## config.mk

```make
export PLATFORM = sky130hd
export DESIGN_NAME = video_timing_tx
export DESIGN_NICKNAME = d
export VERILOG_FILES = /design/src/rtl/video_pkg.sv /design/src/rtl/timing_counter.sv /design/src/rtl/video_timing_tx.sv
export SDC_FILE = /design/constraint.sdc
export NUM_CORES = 1
export LEC_CHECK = 0
export ABC_CLOCK_PERIOD_IN_PS = 2500
export BUFFER_PORTS_ARGS = -buffer_cell sky130_fd_sc_hd__buf_2
export CORE_MARGIN = 5
export CORE_UTILIZATION = 55
export CTS_BUF_LIST = sky130_fd_sc_hd__clkbuf_4 sky130_fd_sc_hd__clkbuf_8
export CTS_CLUSTER_SIZE = 40
export DETAILED_ROUTE_END_ITERATION = 12
export PLACE_DENSITY = 0.82
export REMOVE_ABC_BUFFERS = 1
export SYNTH_ARGS = -nofsm -noshare
export SYNTH_HDL_FRONTEND = slang
export SYNTH_SLANG_ARGS = --single-unit
```

## constraint.sdc

```tcl
create_clock -name clk -period 2.5 [get_ports clk]
set_input_delay 0.375 -clock clk [delete_from_list [all_inputs] [get_ports clk]]
set_output_delay 0.375 -clock clk [all_outputs]
set_load 0.02 [all_outputs]
```

## src/rtl/video_pkg.sv

```systemverilog
// Shared types for the video timing transmitter: pixel, coordinate,
// timing-region and controller-state definitions.
package video_pkg;

    typedef logic [23:0] rgb_t;
    typedef logic [11:0] coord_t;

    localparam int COORD_RANGE = 4096;

    typedef enum logic [1:0] {
        R_ACTIVE = 2'd0,
        R_FP     = 2'd1,
        R_SYNC   = 2'd2,
        R_BP     = 2'd3
    } region_e;

    typedef enum logic [1:0] {
        IDLE  = 2'd0,
        RUN   = 2'd1,
        DRAIN = 2'd2
    } state_e;

endpackage

```

## src/rtl/timing_counter.sv

```systemverilog
// One axis of the raster: counts 0..TOTAL-1 on inc_i, reports the region
// the current count falls in and flags the wrap back to 0.
module timing_counter
    import video_pkg::*;
#(
    parameter int ACTIVE = 1280,
    parameter int FP     = 110,
    parameter int SYNC   = 40,
    parameter int BP     = 220
) (
    input  logic    clk,
    input  logic    rst,
    input  logic    clr_i,
    input  logic    inc_i,
    output coord_t  count_o,
    output region_e region_o,
    output logic    wrap_o
);

    localparam int     TOTAL      = ACTIVE + FP + SYNC + BP;
    localparam coord_t FP_START   = coord_t'(ACTIVE);
    localparam coord_t SYNC_START = coord_t'(ACTIVE + FP);
    localparam coord_t BP_START   = coord_t'(ACTIVE + FP + SYNC);
    localparam coord_t LAST       = coord_t'(TOTAL - 1);

    coord_t count_q, count_d;

    assign wrap_o  = inc_i && (count_q == LAST);
    assign count_o = count_q;

    always_comb begin
        count_d = count_q;
        if (clr_i) begin
            count_d = '0;
        end else if (inc_i) begin
            count_d = wrap_o ? '0 : count_q + 12'd1;
        end
    end

    always_comb begin
        region_o = R_ACTIVE;
        if (count_q >= BP_START) begin
            region_o = R_BP;
        end else if (count_q >= SYNC_START) begin
            region_o = R_SYNC;
        end else if (count_q >= FP_START) begin
            region_o = R_FP;
        end
    end

    always_ff @(posedge clk or negedge rst) begin
        if (!rst) begin
            count_q <= '0;
        end else begin
            count_q <= count_d;
        end
    end

endmodule

```

## src/rtl/video_timing_tx.sv

```systemverilog
// Raster timing generator that pulls pixels from a ready/valid source and
// emits registered RGB, data-valid, syncs and coordinates.
//
//   state | meaning
//   IDLE  | counters held at 0, outputs inactive
//   RUN   | raster running, en_i high
//   DRAIN | en_i dropped, finishing the current frame
module video_timing_tx
    import video_pkg::*;
#(
    parameter int H_ACTIVE = 1280,
    parameter int H_FP     = 110,
    parameter int H_SYNC   = 40,
    parameter int H_BP     = 220,
    parameter int V_ACTIVE = 720,
    parameter int V_FP     = 5,
    parameter int V_SYNC   = 5,
    parameter int V_BP     = 20,
    parameter bit HS_POL   = 1'b1,
    parameter bit VS_POL   = 1'b1
) (
    input  logic   clk,
    input  logic   rst,
    input  logic   en_i,
    input  rgb_t   rgb_i,
    input  logic   rgb_valid_i,
    output logic   rgb_ready_o,
    output rgb_t   rgb_o,
    output logic   dv_o,
    output logic   hs_o,
    output logic   vs_o,
    output coord_t x_o,
    output coord_t y_o,
    output logic   frame_start_o,
    output logic   underflow_o,
    input  logic   underflow_clr_i
);

    localparam int H_TOTAL = H_ACTIVE + H_FP + H_SYNC + H_BP;
    localparam int V_TOTAL = V_ACTIVE + V_FP + V_SYNC + V_BP;

    if (H_TOTAL > COORD_RANGE || V_TOTAL > COORD_RANGE) begin : g_size_chk
        $error("video_timing_tx: H_TOTAL/V_TOTAL exceed 12-bit counter range");
    end

    state_e  state_q, state_d;
    coord_t  h_cnt, v_cnt;
    region_e h_region, v_region;
    logic    h_wrap, v_wrap;
    logic    running, pix_act;

    assign running = (state_q != IDLE);

    timing_counter #(
        .ACTIVE (H_ACTIVE),
        .FP     (H_FP),
        .SYNC   (H_SYNC),
        .BP     (H_BP)
    ) u_h_cnt (
        .clk      (clk),
        .rst      (rst),
        .clr_i    (!running),
        .inc_i    (running),
        .count_o  (h_cnt),
        .region_o (h_region),
        .wrap_o   (h_wrap)
    );

    timing_counter #(
        .ACTIVE (V_ACTIVE),
        .FP     (V_FP),
        .SYNC   (V_SYNC),
        .BP     (V_BP)
    ) u_v_cnt (
        .clk      (clk),
        .rst      (rst),
        .clr_i    (!running),
        .inc_i    (h_wrap),
        .count_o  (v_cnt),
        .region_o (v_region),
        .wrap_o   (v_wrap)
    );

    always_comb begin
        state_d = state_q;
        case (state_q)
            IDLE:    if (en_i) state_d = RUN;
            RUN:     if (!en_i) state_d = DRAIN;
            DRAIN: begin
                // a re-enable takes priority over the end-of-frame stop
                if (en_i) begin
                    state_d = RUN;
                end else if (v_wrap) begin
                    state_d = IDLE;
                end
            end
            default: state_d = IDLE;
        endcase
    end

    assign pix_act     = running && (h_region == R_ACTIVE) && (v_region == R_ACTIVE);
    assign rgb_ready_o = pix_act;

    rgb_t   rgb_d, rgb_q;
    coord_t x_d, x_q, y_d, y_q;
    logic   dv_d, dv_q, hs_d, hs_q, vs_d, vs_q, fs_d, fs_q, uf_d, uf_q;

    always_comb begin
        dv_d = pix_act;
        rgb_d = (pix_act && rgb_valid_i) ? rgb_i : '0;
        hs_d = (running && h_region == R_SYNC) ? HS_POL : ~HS_POL;
        vs_d = (running && v_region == R_SYNC) ? VS_POL : ~VS_POL;
        x_d  = pix_act ? h_cnt : '0;
        y_d  = pix_act ? v_cnt : '0;
        fs_d = pix_act && (h_cnt == '0) && (v_cnt == '0);
        uf_d = uf_q;
        if (pix_act && !rgb_valid_i) begin
            uf_d = 1'b1;
        end else if (underflow_clr_i) begin
            uf_d = 1'b0;
        end
    end

    always_ff @(posedge clk or negedge rst) begin
        if (!rst) begin
            state_q <= IDLE;
            dv_q    <= 1'b0;
            rgb_q   <= '0;
            hs_q    <= ~HS_POL;
            vs_q    <= ~VS_POL;
            x_q     <= '0;
            y_q     <= '0;
            fs_q    <= 1'b0;
            uf_q    <= 1'b0;
        end else begin
            state_q <= state_d;
            dv_q    <= dv_d;
            rgb_q   <= rgb_d;
            hs_q    <= hs_d;
            vs_q    <= vs_d;
            x_q     <= x_d;
            y_q     <= y_d;
            fs_q    <= fs_d;
            uf_q    <= uf_d;
        end
    end

    assign dv_o          = dv_q;
    assign rgb_o         = rgb_q;
    assign hs_o          = hs_q;
    assign vs_o          = vs_q;
    assign x_o           = x_q;
    assign y_o           = y_q;
    assign frame_start_o = fs_q;
    assign underflow_o   = uf_q;

endmodule

```

==> impl.org <==
** Yosys
- Number of warnings issued by yosys :: 0
- Counting flops with a built-in enable in the synthesized netlist gives 0.
- Sequential elements use 57.7% of the synthesized area.
- Counting distinct cell types in the post-synthesis netlist gives 49.
- Library cell with the highest instance count after synthesis :: sky130_fd_sc_hd__dfrtp_1
- Area of the mapped netlist :: 0.00343 mm^2
- The synthesized design contains 79 register bits.
- In the synthesized netlist, the cells that appear most often are sky130_fd_sc_hd__dfrtp_1 (79), sky130_fd_sc_hd__and3_1 (27), sky130_fd_sc_hd__and2_1 (22), sky130_fd_sc_hd__inv_1 (18), sky130_fd_sc_hd__nor2_1 (18).
- Counting every instance in the synthesized netlist gives 309.
- Avg Inst Size Synth :: 11.1 um^2
- The largest total area in the synthesized netlist belongs to sky130_fd_sc_hd__dfrtp_1.
- Post-synthesis async set-or-reset flop share :: 100%
- Top-area cell type share of the netlist area :: 57.7%
- The most used flip-flop cell after synthesis is sky130_fd_sc_hd__dfrtp_1.
- Sorting the synthesized cells by area gives the leading types as sky130_fd_sc_hd__dfrtp_1 (58%), sky130_fd_sc_hd__and3_1 (4.9%), sky130_fd_sc_hd__and2_1 (4.0%).

** Timing
- Post-Route Skew :: 0.00697 ns
- For the finished layout, the period the worst path requires is 2.37 ns.
- Headroom to the max-slew limit came out at 36.1%.
- Adding up every negative setup slack in the final design gives 0 ns.
- The number of hold-slack violations in the final timing report is 0.
- Setup repair after global routing left no endpoint under its margin.
- Maximum clock rate :: roughly 0.42 GHz
- The total count of max-transition violations in the final report is 0.
- Setup violations remaining at the end of the flow were counted as 0.
- At the pin with the least slew margin, the transition time is 0.958 ns.
- Of the available clock period, the critical path in the final layout requires between 90 and 100%.

** Final layout
- Layout Nets :: 427
- Share of cells above drive strength 1 :: 29.2%
- The area growth from synthesis to layout is 19.7%.
- Antenna diode count :: 0
- The layout has between 400 and 500 filler cells.
- Area of all placed cells without fillers :: 0.00411 mm^2

** Floorplanning
- The floorplan has 28 rows.
- Starting density of the core :: 57.2%
- In this run the count of I/O pins placed on the die edge is 83.
- Total Die Area :: approximately 0.008 mm^2
- The die is 89.0 um wide.
- Area inside the core boundary :: 0.00599 mm^2
- Measured along the y axis, the die boundary spans between 80 and 90 um.

** Placed design
- Half-perimeter wire length after detailed placement :: 5.04 mm
- Routability congestion estimate from global placement :: 0.882
- Buffers placed on the I/O ports in this run total 82.
- The placed instances occupy a cell area of 0.00389 mm^2.

** Route
- The pre-antenna-repair detailed-routing pass consisted of 4 iterations.
- Using the TritonRoute via totals, the vias-per-cell ratio works out to 5.52.
- In the final routed layout, each cell accounts on average for 15.8 um.
- Initial DRC count :: 205
- Number of nets with antenna violations after routing :: 0
- In the routed design, unresolved DRC markers number 0.
- Summed over all layers, the routed wires come to 7.39 mm.
- Detailed routing inserted a total of 2590 vias.

** Setup path
- Arrival time worst endpoint :: 2.00 ns
- The slowest stage of the critical path is the sky130_fd_sc_hd__dfrtp_1 cell.
- The critical path is of the reg -> out type.
- For this run, the slowest stage of the critical path takes 0.48 ns.
- Kind of end point of the critical path :: primary output
- Largest fanout of any net on the critical path :: 9
- Element type at the critical path start :: flop
- CP Data Required Time :: 2.12 ns
- The signal on the critical path passes through and2_1 -> or3_4 -> nor4_4 -> buf_2.

** Global route
- The first global-routing pass estimated 12.1 mm of wire.
- Largest net degree at the start of global routing :: 80
- Across every metal layer, demand over resource in global routing totals 20.0%.
- The initial antenna violation count came to 0.
- Global routing finished with a remaining overflow of 0.
- Via count of the first global-routing pass :: 2497

** Clock tree
- The tree is rooted in a sky130_fd_sc_hd__clkbuf_8.
- Clock tree synthesis found a total of just under 80 sinks.
- The number of clock buffers added by TritonCTS is 9.
- Maximum root-to-sink buffer count :: 2
- TritonCTS built the clock tree.
- The H-tree generated during clock tree synthesis spans 3 levels.
- The clock reaches the later pin of the worst-skew pair after 0.35 ns.
- After clock tree synthesis, the clock-pin slew on the worst setup and hold paths is 0.08 ns.
- In this run, post-CTS hold repair placed 0 buffers.

** Hold path
- Path type of the worst min-delay path :: in -> async

** Power and ir drop
- In this run the static leakage power is 2.12 nW.
- In this run the power density over the cells is 642 mW/mm^2.
- VDD IR-drop max :: 0.445 mV

** Outcome
- The flow ran to the end, and the final reports show no timing, DRC or antenna violations.

** Job
- Max-Cap Viols :: 0
-- sequential cells by signal, summed over array words and instances (netlist names) --
register / count
rgb_o: 24
frame_start_o: 1
x_o: 12
state_q: 2
vs_o: 1
underflow_o: 1
hs_o: 1
u_v_cnt.count_o: 12
dv_o: 1
y_o: 12
u_h_cnt.count_o: 12
-- final timing paths --
| check | slack (ns) | start | end | cells past startpoint |
|---|---|---|---|---|
| worst max-delay path | 0.13 | u_h_cnt.count_o[9] | rgb_ready_o | 4 |
| worst min-delay path | 0.16 | rst | rgb_o[1] | 1 |
| worst max register to register | 0.28 | u_v_cnt.count_o[10] | u_v_cnt.count_o[5] | 4 |
| worst min register to register | 0.51 | u_h_cnt.count_o[0] | u_h_cnt.count_o[0] | 1 |
| max in group asynchronous | 1.64 | rst | u_h_cnt.count_o[0] | 1 |
| min in group clk | 0.18 | en_i | state_q[1] | 2 |
-- worst max-delay path, delay by kind of cell, from the launching register on --
kind | cells | cell delay (ns)
and+or+nand+nor | 3 | 0.94
DFF | 1 | 0.48
buffers and inverters | 1 | 0.23
-- cell type report --
class	instances	area, um^2	area share (%)
flip-flops and latches	79	1980	48.2
multi-input cells	190	1270	30.8
repair buffers	91	493	12.0
clock buffers	12	153	3.72
well taps	75	93.8	2.29
inverters	18	67.6	1.65
clock inverters	4	53.8	1.31
-- cells by family (layout without fill, tap and decap cells) --
logic type      after synthesis  after routing  synth area share [%]
simple gates                126            126                  21.8
other cells                   1              3                 0.109
buf+inv                      42            125                  5.62
mux                           1              1                 0.292
fa+ha+maj                     9              9                  3.28
flops                        79             79                  57.7
compound gates               40             40                  8.39
xor+xnor                     11             11                  2.81
-- timing repair --
action	in CTS	in global routing
endpoints found under the hold margin	0	0
gates resized for setup	0	1
setup buffers	1	0
setup endpoints to repair	1	1
pin swaps	1	0
-- cell usage in the layout (no fill, tap or decap), types with 9 or more instances in the layout --
master and count:
sky130_fd_sc_hd__inv_1 18, sky130_fd_sc_hd__buf_4 9, sky130_fd_sc_hd__nand4_1 9, sky130_fd_sc_hd__and3_1 27, sky130_fd_sc_hd__clkbuf_8 10, sky130_fd_sc_hd__dfrtp_1 78
sky130_fd_sc_hd__buf_2 81, sky130_fd_sc_hd__and2_1 22, sky130_fd_sc_hd__ha_1 9, sky130_fd_sc_hd__nand3_1 11, sky130_fd_sc_hd__nor2_1 18
-- power by group --
part           internal [mW]  switching (mW)
Combinational          0.112           0.190
Clock                  0.515           0.455
Sequential              1.33          0.0359
Total                   1.96           0.681
-- stage by stage --
step | hold WS (ns) | total power, mW | cells | setup slack [ns] | util (%)
5_1_grt | 0.176 | 2.76 | 469 | 0.0292 | 68.5
4_1_cts | 0.169 | 2.67 | 469 | 0.0743 | 68.5
3_5_place_dp | 0.507 | 1.69 | 452 | 0.313 | 64.9
3_3_place_gp | 0.493 | 1.69 | 452 | 0.356 | 64.9
6_report | 0.157 | 2.64 | 469 | 0.130 | 68.5
2_1_floorplan | 0.0794 | 1.54 | 287 | 0.0447 | -
-- routing by layer --
layer	up-vias	track usage (%)	share of wire [%]
met2	111	31.8	46
li1	1234	-	-
met5	-	0	0
met1	1229	27.0	42
met3	16	4.98	10
met4	0	6.77	1.8
No activity file was read; power rests on OpenSTA's default activity.
